`config.mk`:
```
export PLATFORM = sky130hd
export DESIGN_NAME = divclk_edge_counter_flat
export DESIGN_NICKNAME = d
export VERILOG_FILES = /design/src/rtl/divclk_edge_counter_pkg.sv /design/src/rtl/divclk_edge_counter_if.sv /design/src/rtl/divclk_edge_counter_edge_detect.sv /design/src/rtl/divclk_edge_counter.sv /design/src/flat_wrapper.sv
export SDC_FILE = /design/constraint.sdc
export NUM_CORES = 1
export LEC_CHECK = 0
export ABC_AREA = 1
export CAP_MARGIN = 20
export CORE_MARGIN = 2
export CORE_UTILIZATION = 44
export CTS_CLUSTER_SIZE = 40
export DETAILED_ROUTE_END_ITERATION = 10
export PLACE_DENSITY = 0.75
export SLEW_MARGIN = 20
export SYNTH_ARGS = -nofsm -noshare
export SYNTH_HDL_FRONTEND = slang
export SYNTH_HIERARCHICAL = 1
export SYNTH_SLANG_ARGS = --single-unit
```
`constraint.sdc`:
```
create_clock -name clk -period 1 [get_ports clk]
set_input_delay 0.2 -clock clk [delete_from_list [all_inputs] [get_ports clk]]
set_output_delay 0.2 -clock clk [all_outputs]
set_load 0.005 [all_outputs]
```
`src/rtl/divclk_edge_counter_pkg.sv`:
```
// Shared constants for the divided-clock edge counter: default counter width,
// FSM state encoding and read-select codes.
package divclk_edge_counter_pkg;

    localparam int unsigned CNT_W_DEF = 8;

    localparam logic [1:0] ST_IDLE = 2'd0;
    localparam logic [1:0] ST_RUN  = 2'd1;
    localparam logic [1:0] ST_HOLD = 2'd2;

    localparam logic [1:0] SEL_MAIN = 2'd0;
    localparam logic [1:0] SEL_TWO  = 2'd1;
    localparam logic [1:0] SEL_FOUR = 2'd2;
    localparam logic [1:0] SEL_OVF  = 2'd3;

    localparam int unsigned N_CH = 3;

endpackage

```
`src/rtl/divclk_edge_counter_if.sv`:
```
// Control, read-handshake and status signals of the edge counter.
interface divclk_edge_counter_if #(
    parameter int unsigned CNT_W = divclk_edge_counter_pkg::CNT_W_DEF
);
    logic             main;
    logic             two;
    logic             four;
    logic             start;
    logic             stop;
    logic             clear;
    logic [1:0]       sel;
    logic             rd_req;
    logic             rd_ready;
    logic             rd_valid;
    logic [CNT_W-1:0] rd_data;
    logic [CNT_W-1:0] cnt_main;
    logic [CNT_W-1:0] cnt_two;
    logic [CNT_W-1:0] cnt_four;
    logic [2:0]       ovf;
    logic             busy;

    modport master (
        output main, two, four, start, stop, clear, sel, rd_req, rd_ready,
        input  rd_valid, rd_data, cnt_main, cnt_two, cnt_four, ovf, busy
    );

    modport slave (
        input  main, two, four, start, stop, clear, sel, rd_req, rd_ready,
        output rd_valid, rd_data, cnt_main, cnt_two, cnt_four, ovf, busy
    );
endinterface

```
`src/rtl/divclk_edge_counter_edge_detect.sv`:
```
// Rising-edge detector: one-cycle pulse when the input goes from 0 to 1.
module edge_detect (
    input  logic clk,
    input  logic reset,
    input  logic in_i,
    output logic rise_o
);
    logic prev_q;

    always_ff @(posedge clk) begin
        if (reset) prev_q <= 1'b0;
        else       prev_q <= in_i;
    end

    assign rise_o = in_i & ~prev_q;
endmodule

```
`src/rtl/divclk_edge_counter.sv`:
```
// Counts rising edges of three divided clocks while running, with sticky
// wrap flags and a single-entry valid/ready read-capture register.
module divclk_edge_counter
    import divclk_edge_counter_pkg::*;
#(
    parameter int unsigned CNT_W = CNT_W_DEF
) (
    input  logic                  clk,
    input  logic                  reset,
    divclk_edge_counter_if.slave  bus
);
    logic [N_CH-1:0]  rise;
    logic [1:0]       state_q, state_d;
    logic [CNT_W-1:0] cnt_q [N_CH];
    logic [CNT_W-1:0] cnt_d [N_CH];
    logic [2:0]       ovf_q, ovf_d;
    logic             rd_valid_q, rd_valid_d;
    logic [CNT_W-1:0] rd_data_q, rd_data_d;
    logic [CNT_W-1:0] rd_sel;

    edge_detect u_ed_main (.clk(clk), .reset(reset), .in_i(bus.main), .rise_o(rise[0]));
    edge_detect u_ed_two  (.clk(clk), .reset(reset), .in_i(bus.two),  .rise_o(rise[1]));
    edge_detect u_ed_four (.clk(clk), .reset(reset), .in_i(bus.four), .rise_o(rise[2]));

    // stop wins over a simultaneous start
    always_comb begin
        state_d = state_q;
        case (state_q)
            ST_IDLE: if (bus.start && !bus.stop) state_d = ST_RUN;
            ST_RUN:  if (bus.stop)               state_d = ST_HOLD;
            ST_HOLD: if (bus.start && !bus.stop) state_d = ST_RUN;
            default:                             state_d = ST_IDLE;
        endcase
    end

    always_comb begin
        cnt_d = cnt_q;
        ovf_d = ovf_q;
        if (bus.clear) begin
            for (int unsigned i = 0; i < N_CH; i++) cnt_d[i] = '0;
            ovf_d = '0;
        end else if (state_q == ST_RUN) begin
            for (int unsigned i = 0; i < N_CH; i++) begin
                if (rise[i]) begin
                    cnt_d[i] = cnt_q[i] + CNT_W'(1);
                    if (cnt_q[i] == '1) ovf_d[i] = 1'b1;
                end
            end
        end
    end

    always_comb begin
        case (bus.sel)
            SEL_MAIN: rd_sel = cnt_q[0];
            SEL_TWO:  rd_sel = cnt_q[1];
            SEL_FOUR: rd_sel = cnt_q[2];
            SEL_OVF:  rd_sel = CNT_W'(ovf_q);
            default:  rd_sel = '0;
        endcase
    end

    // A request in the release cycle is dropped: capture only when already empty
    always_comb begin
        rd_valid_d = rd_valid_q;
        rd_data_d  = rd_data_q;
        if (rd_valid_q) begin
            if (bus.rd_ready) rd_valid_d = 1'b0;
        end else if (bus.rd_req) begin
            rd_valid_d = 1'b1;
            rd_data_d  = rd_sel;
        end
    end

    always_ff @(posedge clk) begin
        if (reset) begin
            state_q    <= ST_IDLE;
            for (int unsigned i = 0; i < N_CH; i++) cnt_q[i] <= '0;
            ovf_q      <= '0;
            rd_valid_q <= 1'b0;
            rd_data_q  <= '0;
        end else begin
            state_q    <= state_d;
            cnt_q      <= cnt_d;
            ovf_q      <= ovf_d;
            rd_valid_q <= rd_valid_d;
            rd_data_q  <= rd_data_d;
        end
    end

    assign bus.cnt_main = cnt_q[0];
    assign bus.cnt_two  = cnt_q[1];
    assign bus.cnt_four = cnt_q[2];
    assign bus.ovf      = ovf_q;
    assign bus.rd_valid = rd_valid_q;
    assign bus.rd_data  = rd_data_q;
    assign bus.busy     = (state_q == ST_RUN);
endmodule

```
`src/flat_wrapper.sv`:
```
// flat-port wrapper written by rule: the top's interface ports become plain ports
module divclk_edge_counter_flat import divclk_edge_counter_pkg::*;
#(
    parameter int unsigned CNT_W = CNT_W_DEF
)
  (clk, reset, bus_main, bus_two, bus_four, bus_start, bus_stop, bus_clear, bus_sel, bus_rd_req, bus_rd_ready, bus_rd_valid, bus_rd_data, bus_cnt_main, bus_cnt_two, bus_cnt_four, bus_ovf, bus_busy);
  divclk_edge_counter_if #(.CNT_W(CNT_W)) bus_i ();
  input  logic clk;
  input  logic reset;
  input wire logic [$bits(bus_i.main)-1:0] bus_main;
  input wire logic [$bits(bus_i.two)-1:0] bus_two;
  input wire logic [$bits(bus_i.four)-1:0] bus_four;
  input wire logic [$bits(bus_i.start)-1:0] bus_start;
  input wire logic [$bits(bus_i.stop)-1:0] bus_stop;
  input wire logic [$bits(bus_i.clear)-1:0] bus_clear;
  input wire logic [$bits(bus_i.sel)-1:0] bus_sel;
  input wire logic [$bits(bus_i.rd_req)-1:0] bus_rd_req;
  input wire logic [$bits(bus_i.rd_ready)-1:0] bus_rd_ready;
  output wire logic [$bits(bus_i.rd_valid)-1:0] bus_rd_valid;
  output wire logic [$bits(bus_i.rd_data)-1:0] bus_rd_data;
  output wire logic [$bits(bus_i.cnt_main)-1:0] bus_cnt_main;
  output wire logic [$bits(bus_i.cnt_two)-1:0] bus_cnt_two;
  output wire logic [$bits(bus_i.cnt_four)-1:0] bus_cnt_four;
  output wire logic [$bits(bus_i.ovf)-1:0] bus_ovf;
  output wire logic [$bits(bus_i.busy)-1:0] bus_busy;
  assign bus_i.main = bus_main;
  assign bus_i.two = bus_two;
  assign bus_i.four = bus_four;
  assign bus_i.start = bus_start;
  assign bus_i.stop = bus_stop;
  assign bus_i.clear = bus_clear;
  assign bus_i.sel = bus_sel;
  assign bus_i.rd_req = bus_rd_req;
  assign bus_i.rd_ready = bus_rd_ready;
  assign bus_rd_valid = bus_i.rd_valid;
  assign bus_rd_data = bus_i.rd_data;
  assign bus_cnt_main = bus_i.cnt_main;
  assign bus_cnt_two = bus_i.cnt_two;
  assign bus_cnt_four = bus_i.cnt_four;
  assign bus_ovf = bus_i.ovf;
  assign bus_busy = bus_i.busy;
  divclk_edge_counter #(.CNT_W(CNT_W)) u_core (.clk(clk), .reset(reset), .bus(bus_i));
endmodule
```
==> metrics.md, run 1 <==
| Metric | Value |
|---|---|
| Outcome | `finished with violations` |
| Failing checks | `setup timing` |
| Synth area leaders | `dfxtp_1 41%, nand2_1 12%, nor2_1 8.4%` |
| DRC Markers | `0` |
| Input/output buffers | `48` |
| FF/Latch Area | `884.6 um^2` |
| Cell with the most instances after synthesis | `nand2_1` |
| Layout area overhead | `76.98%` |
| Clock transition at path regs | `80 ps` |
| Post-synthesis mux area share | `0%` |
| Setup violators final | `36` |
| Hold Violations, Final | `0` |
| Compound-Gate Fraction of Synth Area | `10.64%` |
| Detail Placement HPWL | `4113 um` |
| Warnings, synthesis | `6` |
| Top FF cell, synth | `dfxtp_1` |
| Initial antenna violation count | `0` |
| Synth Instances | `285` |
| Grt met3 use | `4.641%` |
| N_diodes | `0` |
| Crit-path max FO | `5` |
| Largest family of logic cells by synthesized area | `simple AND/OR/NAND/NOR gates` |
| Final min period | `1246 ps` |
| Initial core utilization | `45.86%` |
| Grt ovf | `0` |
| # Max-Cap Violations | `0` |
| Die footprint | `0.005127 mm^2` |
| Hold slack | `179.0 ps` |
| Cell area after synthesis | `0.002011 mm^2` |
| Total power draw | `3186 uW` |
| Via Count | `2,590` |
| Pin count of the biggest net entering global routing | `16` |
| Htree depth | `2` |
| Register area share after synthesis | `40.82%` |
| Wire length per cell | `16.37 um` |
| CP startpoint kind | `flip-flop` |
| Slew headroom | `78.84%` |
| Setup TNS | `-5044 ps` |
| Lkg Pwr | `0.001625 uW` |
| Final Routed Wirelength | `7760 um` |
| Final Wtd Congestion | `0.8111` |
| Arrival time at the worst endpoint | `1480 ps` |
| Max frequency | `802.8 MHz` |
| Synth Area in Adders | `1.867%` |
| VDD IR max | `0.9840 mV` |
| Synth Register Bits | `41` |
| Setup WS post-layout | `-245.6 ps` |
| Drt pass-1 iters | `5` |
| GRT busiest layer | `met2` |
| Total core area | `0.004384 mm^2` |
| Fraction of registers with async set/reset | `0%` |
| Clock Tree Root | `clkbuf_8` |
| Worst-skew pair later-pin latency | `300 ps` |
| Number of synthesized flops with an enable pin | `0` |
| CTS tree | `yes` |
| Synthesized area per cell | `7.055 um^2` |
| DRT antenna net count | `0` |
| Share of layout cells above drive strength 1 | `57.35%` |
| GR Util met1 | `32.31%` |
| Total power per unit cell area | `895.4 mW/mm^2` |
| Post-synthesis simple-gate area fraction | `36.59%` |
| Footprint of the multi-input gates | `0.001265 mm^2` |
| Fin. max-slew vios | `0` |
| Fin crit share | `124.6%` |
| Post-layout nets | `436` |
| First-pass GRT wire length | `10,670 um` |
| Synth Area in XOR/XNOR | `0.8712%` |
| Clk sinks | `41` |
| CTS buffer count | `5` |
| Clk buf depth | `2` |
| CP Capture Type | `flip-flop` |
| I/O pin cnt | `49` |
| RSZ-0062 raised after global routing | `true` |
| # rows | `24` |
| Filler cell count | `252` |
| Slew @ Worst Pin | `316.3 ps` |
| Initial DRC count | `309` |
| Die W | `71.60 um` |
| Worst EP required | `1230 ps` |
| Synth Net Count | `300` |
| Via density | `5.464` |
| Via count of the first global-routing pass | `2,320` |
| Cell variety after synth | `25` |
| Top cells by count, synth | `65 x nand2_1, 45 x nor2_1, 41 x dfxtp_1` |
| Die Y | `71.60 um` |
| Top cell type's share of synthesized area | `40.82%` |
| GRT met2 Usage | `45.88%` |
| Total Routing Usage GR | `26.48%` |
| Clk_skew | `4.833 ps` |
| CTS Hold Bufs | `0` |
| Yosys top cell by area | `dfxtp_1` |
| Hold Path Class | `primary input to flip-flop` |
| Worst Path Class, Setup | `flip-flop to flip-flop` |
-- registers in the layout, indices dropped and copies added (netlist names) --
| register | count |
|---|---|
| u_core/bus.rd_valid | 1 |
| u_core/u_ed_four/prev_q | 1 |
| u_core/u_ed_main/prev_q | 1 |
| u_core/bus.cnt_four | 8 |
| u_core/bus.rd_data | 8 |
| u_core/bus.cnt_two | 8 |
| u_core/state_q | 2 |
| u_core/bus.cnt_main | 8 |
| u_core/bus.ovf | 3 |
| u_core/u_ed_two/prev_q | 1 |
-- path summary, 6_finish.rpt --
path | slack [ps] | endpoint | from | depth (start not counted)
worst max-delay path | -250 | u_core/bus.cnt_four[7]$_SDFFE_PP0P_ | u_core/state_q[1]$_SDFFE_PP0P_ | 8
worst min-delay path | 180 | u_core/u_ed_four/prev_q$_SDFF_PP0_ | bus_four | 3
worst max register to register | -250 | u_core/bus.cnt_four[7]$_SDFFE_PP0P_ | u_core/state_q[1]$_SDFFE_PP0P_ | 8
worst min register to register | 490 | u_core/bus.cnt_main[5]$_SDFFE_PP0P_ | u_core/bus.cnt_main[5]$_SDFFE_PP0P_ | 2
-- repair_timing --
action	4_1_cts	5_1_grt
resized for setup	237	63
endpoints found under the setup margin	69	43
gates cloned	1	0
pin swaps	30	31
buffers inserted	25	14
-- worst max-delay path, stage by stage (launching register included) --
cell and delay, ps:
dfxtp_2 340, inv_4 60, buf_6 120, nand3_4 130, nor2_4 170, nand3_1 110
nand2_1 80, nand2_1 50, nor2_1 120
-- per-layer routing --
layer | routed length [um] | up-vias
met3 | 620 | 32
met1 | 2892 | 1234
met4 | 268 | 0
met5 | 0 | -
met2 | 3978 | 138
li1 | - | 1186
-- final cells by class --
type                       count  share of cell area [%]
inverter                      40                   4.641
multi-input combinational    198                   35.55
tap                           52                   1.828
sequential                    41                   24.86
timing repair buffer         135                   30.87
clock buffer                   8                   2.250
-- kinds of logic (layout without fill, tap and decap cells) --
group | after synthesis | after routing
AND/OR/NAND/NOR | 153 | 153
XOR/XNOR | 2 | 2
adder cells (fa/ha/maj) | 3 | 3
AO/OA/AOI/OAI | 40 | 40
buffers and inverters | 46 | 183
flip-flops | 41 | 41
-- layout by cell type, fill, tap and decap left out, drive strengths merged, types with 3 or more instances in the layout --
master,synthesis,layout
clkbuf,4,10
nand4,4,4
o21ai,10,10
dfxtp,41,41
nor3,6,6
clkdlybuf4s50,0,4
inv,40,40
a21oi,23,23
nand3,25,25
nand2,65,65
nor2,50,50
dlygate4sd2,0,3
a31oi,3,3
ha,3,3
buf,2,124
-- metrics by stage --
step	instance area, um^2	setup slack (ps)	std cells	utilization, %
after floorplan	2101	-23.89	285	-
after global placement	2980	-513.2	429	67.98
after detailed placement	2980	-540.7	429	67.98
after CTS	3269	-192.6	461	74.57
after global routing	3558	-315.3	474	81.16
final	3558	-245.6	474	81.16
-- report_power, final --
part	total [uW]	switching (uW)	internal, uW
clock network	1100	600	497
logic	413	221	192
registers	1680	23.1	1650
total	3190	845	2340
Note: power is estimated with default switching activity, not from simulation.
==> run 2, diff against run 1 <==
Settings changed: CORE_ASPECT_RATIO from default to 0.5.
==> run 2 against run 1 <==
  * The run still ends with setup timing left
  * Die area increased by 0.64%
  * Critical endpoint is now u_core/bus.cnt_two[2]$_SDFFE_PP0P_
  * Utilization shrank 2.4 points
  * First-iteration DRC count fell by 44%
==> metrics.md, run 2 (same netlist as run 1, synthesis figures left out) <==
| Metric | Value |
|---|---|
| Outcome | `finished with violations` |
| Failing checks | `setup timing` |
| Die W | `99.60 um` |
| First-pass GRT wire length | `10,830 um` |
| WHS Endpoint | `u_core/u_ed_main/prev_q$_SDFF_PP0_` |
| Initial antenna violation count | `0` |
| Detail Placement HPWL | `4135 um` |
| Fin crit share | `126.8%` |
| Most common cell after layout, fill and taps aside | `buf_4` |
| Grt ovf | `0` |
| Htree depth | `2` |
| Worst Hold Depth | `3` |
| # Max-Cap Violations | `0` |
| Fin. max-slew vios | `0` |
| CTS buffer count | `5` |
| Input/output buffers | `48` |
| Slew @ Worst Pin | `291.2 ps` |
| CTS tree | `yes` |
| Total power per unit cell area | `963.0 mW/mm^2` |
| Clock transition at path regs | `80 ps` |
| Most frequent cells in the layout | `53 x buf_4, 50 x nand2_1, 35 x buf_2` |
| Slew headroom | `80.52%` |
| Clk buf depth | `2` |
| Post-layout nets | `424` |
| Worst hold start | `bus_main` |
| Reg2reg end | `u_core/bus.cnt_two[2]$_SDFFE_PP0P_` |
| Worst r2r src | `u_core/state_q[1]$_SDFFE_PP0P_` |
| DRT antenna net count | `0` |
| Worst-skew pair later-pin latency | `300 ps` |
| Final Wtd Congestion | `0.8367` |
| Worst r2r path cells | `6` |
| CP startpoint kind | `flip-flop` |
| Clk sinks | `41` |
| Total Routing Usage GR | `27.37%` |
| Arrival time at the worst endpoint | `1490 ps` |
| Setup WS post-layout | `-268.1 ps` |
| Share of layout cells above drive strength 1 | `59.02%` |
| Clk_skew | `2.154 ps` |
| Layout area overhead | `72.56%` |
| Final min period | `1268 ps` |
| N_diodes | `0` |
| Total core area | `0.004403 mm^2` |
| Final Instance Area | `0.003470 mm^2` |
| VDD IR max | `0.6761 mV` |
| # rows | `17` |
| Final Routed Wirelength | `7972 um` |
| CTS Hold Bufs | `0` |
| R2R Setup Slk | `-270 ps` |
| Worst EP required | `1220 ps` |
| Clock Tree Root | `clkbuf_8` |
| Initial core utilization | `45.67%` |
| Die footprint | `0.005159 mm^2` |
| Crit-path max FO | `4` |
| Hold slack | `254.1 ps` |
| Via count of the first global-routing pass | `2,364` |
| Area after DPL | `0.002949 mm^2` |
| Die Y | `51.80 um` |
| Via Count | `2,563` |
| Setup TNS | `-4951 ps` |
| CP Capture Type | `flip-flop` |
| RSZ-0062 raised after global routing | `true` |
| Pin count of the biggest net entering global routing | `16` |
| Lkg Pwr | `0.001568 uW` |
| I/O pin cnt | `49` |
| Total power draw | `3341 uW` |
| Filler cell count | `273` |
| Wire length per cell | `17.07 um` |
| Hold Violations, Final | `0` |
| Drt pass-1 iters | `5` |
| Pre-CTS worst setup slack | `-560.7 ps` |
| Setup violators final | `32` |
| Max frequency | `788.6 MHz` |
| DRC Markers | `0` |
| Hold Path Class | `primary input to flip-flop` |
| Initial DRC count | `172` |
| Worst Path Class, Setup | `flip-flop to flip-flop` |
| Via density | `5.488` |
==> run 2: final cells by class <==
type | instances | area, um^2 | share of cell area, %
multi-input cells | 198 | 1305 | 37.61
repair buffers | 123 | 949.7 | 27.37
flip-flops and latches | 41 | 882.1 | 25.42
inverters | 40 | 160.2 | 4.616
clock buffers | 7 | 96.34 | 2.777
well taps | 57 | 71.32 | 2.056
clock inverters | 1 | 5.005 | 0.1442
==> run 2: where the power goes <==
group	switching (uW)	internal (uW)
clock network	618	625
logic	231	187
registers	24.9	1660
total	874	2470
==> run 2: worst max-delay path by stage <==
stage,start,end,slack [ps],cells after the start
floorplan,u_core/state_q[1]$_SDFFE_PP0P_,u_core/bus.cnt_two[6]$_SDFFE_PP0P_,-20,6
detailed placement,bus_two,u_core/bus.cnt_two[4]$_SDFFE_PP0P_,-560,8
finish,u_core/state_q[1]$_SDFFE_PP0P_,u_core/bus.cnt_two[2]$_SDFFE_PP0P_,-270,6
CTS,u_core/state_q[1]$_SDFFE_PP0P_,u_core/bus.cnt_main[7]$_SDFFE_PP0P_,-190,8
global placement,bus_two,u_core/bus.cnt_two[6]$_SDFFE_PP0P_,-540,8
global route,u_core/state_q[1]$_SDFFE_PP0P_,u_core/bus.cnt_two[7]$_SDFFE_PP0P_,-310,8
==> run 2: stage by stage <==
stage	utilization, %	cells
2_1_floorplan	-	285
3_3_place_gp	66.98	429
3_5_place_dp	66.98	429
4_1_cts	74.06	459
5_1_grt	78.80	467
6_report	78.80	467
==> run 2: timing repair <==
action	4_1_cts	5_1_grt
pin swaps	29	41
cloned	1	0
endpoints found under the setup margin	71	37
resized for setup	248	49
buffers inserted	22	10
endpoints found under the hold margin	0	0
==> run 2: critical path, stage by stage, from the launching register on <==
cell and delay, ps:
dfxtp_2 350, inv_4 70, buf_12 110, nand3_4 120
buf_4 190, o21ai_1 130, nor3b_2 210
==> run 2: per-layer routing <==
metal,vias to the layer above,share of wire (%),GRT usage [%]
met5,-,0,0
met4,0,3.7,11.87
met3,38,8.2,6.989
met2,164,49,49.66
met1,1202,40,31.23
li1,1159,-,-
